==> config.mk <==
export PLATFORM = sky130hd
export DESIGN_NAME = gol_engine
export DESIGN_NICKNAME = d
export VERILOG_FILES = /design/src/rtl/gol_pkg.sv /design/src/rtl/gol_row_eval.sv /design/src/rtl/gol_engine.sv
export SDC_FILE = /design/constraint.sdc
export NUM_CORES = 2
export LEC_CHECK = 0
export CAP_MARGIN = 0
export CORE_MARGIN = 1.5
export CORE_UTILIZATION = 50
export DETAILED_ROUTE_END_ITERATION = 6
export HOLD_SLACK_MARGIN = 0.02
export MAX_ROUTING_LAYER = met4
export PLACE_DENSITY = 0.74
export SYNTH_ARGS = -nofsm -noshare
export SYNTH_HDL_FRONTEND = slang
export SYNTH_SLANG_ARGS = --single-unit
==> constraint.sdc <==
create_clock -name clk -period 25.4 [get_ports clk]
set_input_delay 7.62 -clock clk [delete_from_list [all_inputs] [get_ports clk]]
set_output_delay 7.62 -clock clk [all_outputs]
set_load 0.01 [all_outputs]
==> src/rtl/gol_pkg.sv <==
// Shared types and helpers for the Game-of-Life generation engine.
package gol_pkg;

  typedef enum logic [1:0] {
    IDLE   = 2'd0,
    CALC   = 2'd1,
    COMMIT = 2'd2
  } state_t;

  localparam int WRAP_DEAD  = 0;
  localparam int WRAP_TORUS = 1;

  // Widest row the popcount helper handles; wider grids need this raised.
  localparam int POP_W = 64;

  // Life rule: survive on 2 or 3 neighbours, birth on exactly 3.
  function automatic logic next_cell(input logic alive, input logic [3:0] n);
    return alive ? ((n == 4'd2) || (n == 4'd3)) : (n == 4'd3);
  endfunction

  // Count of set bits in a (zero-extended) row.
  function automatic logic [6:0] popcount(input logic [POP_W-1:0] row);
    logic [6:0] cnt;
    cnt = '0;
    for (int i = 0; i < POP_W; i++) cnt = cnt + {6'd0, row[i]};
    return cnt;
  endfunction

endpackage

==> src/rtl/gol_row_eval.sv <==
// Combinational evaluation of one grid row from its two neighbouring rows.
// Column wrap / dead-edge handling is resolved per column at elaboration time.
module gol_row_eval
  import gol_pkg::*;
#(
  parameter int COLS = 16,
  parameter int WRAP = 0
) (
  input  logic [COLS-1:0] i_above,
  input  logic [COLS-1:0] i_cur,
  input  logic [COLS-1:0] i_below,
  output logic [COLS-1:0] o_next
);

  for (genvar c = 0; c < COLS; c++) begin : g_col
    localparam int CL = (c == 0) ? COLS - 1 : c - 1;
    localparam int CR = (c == COLS - 1) ? 0 : c + 1;
    // A neighbour column exists unless it falls off a dead edge.
    localparam bit LV = (c != 0) || (WRAP == WRAP_TORUS);
    localparam bit RV = (c != COLS - 1) || (WRAP == WRAP_TORUS);

    logic       w_al, w_ar, w_cl, w_cr, w_bl, w_br;
    logic [3:0] w_n;

    assign w_al = LV & i_above[CL];
    assign w_ar = RV & i_above[CR];
    assign w_cl = LV & i_cur[CL];
    assign w_cr = RV & i_cur[CR];
    assign w_bl = LV & i_below[CL];
    assign w_br = RV & i_below[CR];

    // Four-bit sum so a fully surrounded cell reads 8, not 0.
    assign w_n = {3'd0, w_al} + {3'd0, i_above[c]} + {3'd0, w_ar}
               + {3'd0, w_cl} + {3'd0, w_cr}
               + {3'd0, w_bl} + {3'd0, i_below[c]} + {3'd0, w_br};

    assign o_next[c] = next_cell(i_cur[c], w_n);
  end

endmodule

==> src/rtl/gol_engine.sv <==
// Game-of-Life generation engine: one row per cycle against the frozen grid,
// then an atomic commit of the whole next generation.
module gol_engine
  import gol_pkg::*;
#(
  parameter int ROWS  = 16,
  parameter int COLS  = 16,
  parameter int WRAP  = 0,
  parameter int GEN_W = 16
) (
  input  logic                           clk,
  input  logic                           reset,
  input  logic                           load,
  input  logic [ROWS-1:0][COLS-1:0]      load_grid,
  input  logic                           step,
  output logic [ROWS-1:0][COLS-1:0]      grid,
  output logic                           busy,
  output logic                           done,
  output logic [GEN_W-1:0]               gen_count,
  output logic [$clog2(ROWS*COLS+1)-1:0] alive_count,
  output logic                           stable
);

  localparam int RW = $clog2(ROWS);
  localparam int AW = $clog2(ROWS*COLS+1);

  state_t                   r_state, w_state_nxt;
  logic [ROWS-1:0][COLS-1:0] r_grid, r_next;
  logic [RW-1:0]            r_row;
  logic [AW-1:0]            r_acc, r_alive;
  logic [GEN_W-1:0]         r_gen;
  logic                     r_diff, r_busy, r_done, r_stable;

  logic [COLS-1:0]          w_above, w_cur, w_below, w_next_row;
  logic [AW-1:0]            w_load_pop;
  logic                     w_last_row;

  assign w_last_row = (r_row == RW'(ROWS - 1));

  // Neighbour row selection with row wrap or dead edge.
  always_comb begin
    w_cur = r_grid[r_row];
    if (r_row == '0)
      w_above = (WRAP == WRAP_TORUS) ? r_grid[ROWS-1] : '0;
    else
      w_above = r_grid[r_row - RW'(1)];
    if (w_last_row)
      w_below = (WRAP == WRAP_TORUS) ? r_grid[0] : '0;
    else
      w_below = r_grid[r_row + RW'(1)];
  end

  gol_row_eval #(
    .COLS (COLS),
    .WRAP (WRAP)
  ) u_row_eval (
    .i_above (w_above),
    .i_cur   (w_cur),
    .i_below (w_below),
    .o_next  (w_next_row)
  );

  // Live-cell count of an incoming load pattern.
  always_comb begin
    w_load_pop = '0;
    for (int r = 0; r < ROWS; r++)
      w_load_pop = w_load_pop + AW'(popcount(POP_W'(load_grid[r])));
  end

  // State register.
  always_ff @(posedge clk or negedge reset) begin
    if (!reset) r_state <= IDLE;
    else        r_state <= w_state_nxt;
  end

  // Next-state logic; load takes priority over step in IDLE.
  always_comb begin
    w_state_nxt = r_state;
    case (r_state)
      IDLE:    if (!load && step) w_state_nxt = CALC;
      CALC:    if (w_last_row)    w_state_nxt = COMMIT;
      COMMIT:  w_state_nxt = IDLE;
      default: w_state_nxt = IDLE;
    endcase
  end

  // Grid, next buffer, accumulator and status registers.
  always_ff @(posedge clk or negedge reset) begin
    if (!reset) begin
      r_grid   <= '0;
      r_next   <= '0;
      r_row    <= '0;
      r_acc    <= '0;
      r_alive  <= '0;
      r_gen    <= '0;
      r_diff   <= 1'b0;
      r_busy   <= 1'b0;
      r_done   <= 1'b0;
      r_stable <= 1'b0;
    end else begin
      r_done <= 1'b0;
      case (r_state)
        IDLE: begin
          if (load) begin
            r_grid   <= load_grid;
            r_gen    <= '0;
            r_alive  <= w_load_pop;
            r_stable <= 1'b0;
          end else if (step) begin
            r_row  <= '0;
            r_acc  <= '0;
            r_diff <= 1'b0;
            r_busy <= 1'b1;
          end
        end
        CALC: begin
          r_next[r_row] <= w_next_row;
          r_acc         <= r_acc + AW'(popcount(POP_W'(w_next_row)));
          r_diff        <= r_diff | (w_next_row != r_grid[r_row]);
          if (!w_last_row) r_row <= r_row + RW'(1);
        end
        COMMIT: begin
          r_grid   <= r_next;
          r_alive  <= r_acc;
          r_stable <= ~r_diff;
          r_gen    <= r_gen + GEN_W'(1);
          r_busy   <= 1'b0;
          r_done   <= 1'b1;
        end
        default: ;
      endcase
    end
  end

  assign grid        = r_grid;
  assign busy        = r_busy;
  assign done        = r_done;
  assign gen_count   = r_gen;
  assign alive_count = r_alive;
  assign stable      = r_stable;

endmodule

==> impl_metrics.py <==
metrics = {
    "outcome": {
        "outcome": "completed",
    },
    "global_route": {
        "grt_pass1_wl_um": 263800,
        "grt_max_degree": 192,
        "grt_overflow": 0,
        "antenna_found_initial": 22,
        "grt_pass1_vias": 34318,
        "grt_usage_pct": 47.62,
    },
    "hold_path": {
        "min_from": "alive_count[1]",
        "hold_path.class": "flip-flop to flip-flop",
        "whs_path_depth": 2,
    },
    "yosys": {
        "syn_area_per_cell_um2": 9.877,
        "yosys-top-cells-area": "dfrtp_1 (34%), fa_1 (16%), mux4_2 (10%)",
        "synth_nets": 4761,
        "ys_types": 74,
        "ys_ff_latch": 556,
        "yosysTopAreaCellShare_pct": 34.44,
        "syn_area_mm2": 0.04040,
        "synthArstFlopShare_pct": 100.0,
        "synth_flop_cell": "dfrtp_1",
        "ys.warnings.count": 0,
        "ys_seq_area_share_pct": 34.44,
        "synth_edf_count": 0,
        "synth_area_leader_cell": "dfrtp_1",
        "synth_cells": 4090,
    },
    "placed_design": {
        "io_buffers": 543,
        "gp_congestion": 1.063,
        "pre_cts_slack_ns": 9.559,
        "hpwl_um": 147100,
    },
    "sta": {
        "hold_viol_final": 0,
        "period_share_pct": 60.00,
        "clock_skew_ns": 0.03496,
        "relSlewSlack_pct": 26.96,
        "worst_slack_ns": 10.16,
        "fmax_ghz": 0.06561,
        "slew_viol_final": 0,
        "report.final.setup_viol": 0,
        "fin_setup_tns_ns": 0,
        "layout_min_cycle_time_ns": 15.24,
        "tightest_slew_ns": 1.093,
        "rsz0062_at_grt": "no",
    },
    "floorplanning": {
        "dieArea_mm2": 0.08251,
        "io_pins": 544,
        "core-area_mm2": 0.08029,
        "die_x_um": 287.3,
        "rows": 104,
        "die_h_um": 287.3,
        "initial_core_util_pct": 50.32,
    },
    "setup_path": {
        "worst_r2r_path_depth": 33,
        "worstSetupPathDepth": 25,
        "r2r-start": "r_row[0]",
        "startpoint": "load_grid[53]",
        "cp_slowest_cell": "fa_1",
        "worst_ep_required_time_ns": 25.96,
        "cp-end-kind": "flip-flop",
        "path_class": "primary input to flip-flop",
        "cp_top_family": "adder cells",
        "crit_arrival_ns": 15.80,
        "cp_max_fo": 2,
        "worstSetupStartpointType": "primary input",
        "critPathMaxStageDelay_ns": 0.61,
        "path_buf_inv": 5,
        "crit_top_cell": "fa_1",
    },
    "routing": {
        "vias": 36049,
        "drtIter0Drc": 5475,
        "viasPerCell": 6.422,
        "drtPass1Iterations": 6,
        "ant_nets": 0,
        "post_drt_wl_per_cell_um": 33.95,
        "finalWirelength_um": 190600,
        "drc": 0,
    },
    "final_layout": {
        "n_fill_cell": 6826,
        "layout_common_cells": "nand2_1 (673), dfrtp_1 (550), clkdlybuf4s50_1 (541)",
        "syn_to_final_growth_pct": 20.93,
        "final_common_cell": "nand2_1",
        "fin_nets": 5156,
        "drive_gt1_share_pct": 9.687,
    },
    "cts": {
        "cts_setup_buffers": 0,
        "clkLatencyLatePin_ns": 0.67,
        "cts.sinks": 556,
        "ctsResizeCount": 0,
        "path_clk_slew_ns": 0.07,
        "hold_buffers": 0,
        "cts-root-buf": "clkbuf_16",
        "cts_made_buffers": 60,
        "htree_num_levels": 2,
        "cts_tree": "built",
        "cts.path.max_buffers": 3,
    },
    "job": {
        "drv_cap": 0,
    },
}
==> worst min-delay path, stage by stage, from the launching register on <==
cell and delay (ns):
dfrtp_1 0.34, nand2_1 0.05, o21ai_0 0.06
==> flip-flops by register name (all words and copies together), names as in the netlist <==
register,count
stable,1
r_row,4
r_next,256
r_acc,9
grid,256
gen_count,16
alive_count,9
r_diff,1
busy,1
r_state,2
done,1
==> synthesized netlist by cell type (all sizes together) (7+ instances only) <==
cell type  instances
a21o              11
inv              459
a21oi            290
nor2b             20
and3b            149
nor4b              7
mux2i             29
fa               314
nand2            675
nor2              55
a22oi             12
nand3b             9
mux4             188
nor3b            113
xnor2             12
buf               56
and2              11
nand3             89
clkbuf           234
o21ai            528
nand2b            20
xor2              11
ha                97
dfrtp            556
mux2              42
and3              20
or3                7
==> cell families after synthesis <==
group                    share of synthesized area [%]
adder cells (fa/ha/maj)                          18.56
XOR/XNOR                                        0.5172
buffers and inverters                            7.222
multiplexers                                     12.40
AND/OR/NAND/NOR                                  15.06
AO/OA/AOI/OAI                                    11.80
flip-flops                                       34.44
==> cell type report <==
cell class / instances / area (um2) / share of cell area [%]
multi-input cells: 2784 / 23700 / 48.52
flip-flops and latches: 556 / 13930 / 28.52
repair buffers: 623 / 6067 / 12.42
clock buffers: 88 / 1747 / 3.575
inverters: 460 / 1727 / 3.534
well taps: 1060 / 1326 / 2.715
clock inverters: 21 / 301.5 / 0.6172
diodes: 21 / 52.55 / 0.1076
==> path summary, 6_finish.rpt <==
check / endpoint / slack, ns
max: alive_count[7] / 10.16
min: alive_count[1] / 0.48
max reg2reg: r_acc[8] / 12.80
min reg2reg: alive_count[1] / 0.48
max in group asynchronous: grid[48] / 15.94
min in group asynchronous: gen_count[11] / 6.99
==> metal layers <==
metal,vias to the layer above,track usage [%],part of all wire (%)
li1,14677,-,-
met1,18146,59.70,36
met2,2630,65.89,43
met3,596,15.95,13
met4,0,30.45,7.7
met5,-,-,0
==> metrics by stage <==
| step | instance area, um2 | util [%] | hold slack, ns | cells |
|---|---|---|---|---|
| 6_report | 48850 | 60.85 | 0.4805 | 5613 |
| 5_1_grt | 48840 | 60.83 | 0.4989 | 5608 |
| 4_1_cts | 48800 | 60.78 | 0.4840 | 5592 |
| 3_5_place_dp | 46750 | 58.23 | 0.4698 | 5483 |
| 3_3_place_gp | 46750 | 58.23 | 0.4615 | 5483 |
| 2_1_floorplan | 40400 | - | 0.4498 | 4090 |
Power is left out: the tool's default activity adds up to more than one toggle a clock period on the data nets, which glitch-free logic cannot reach.
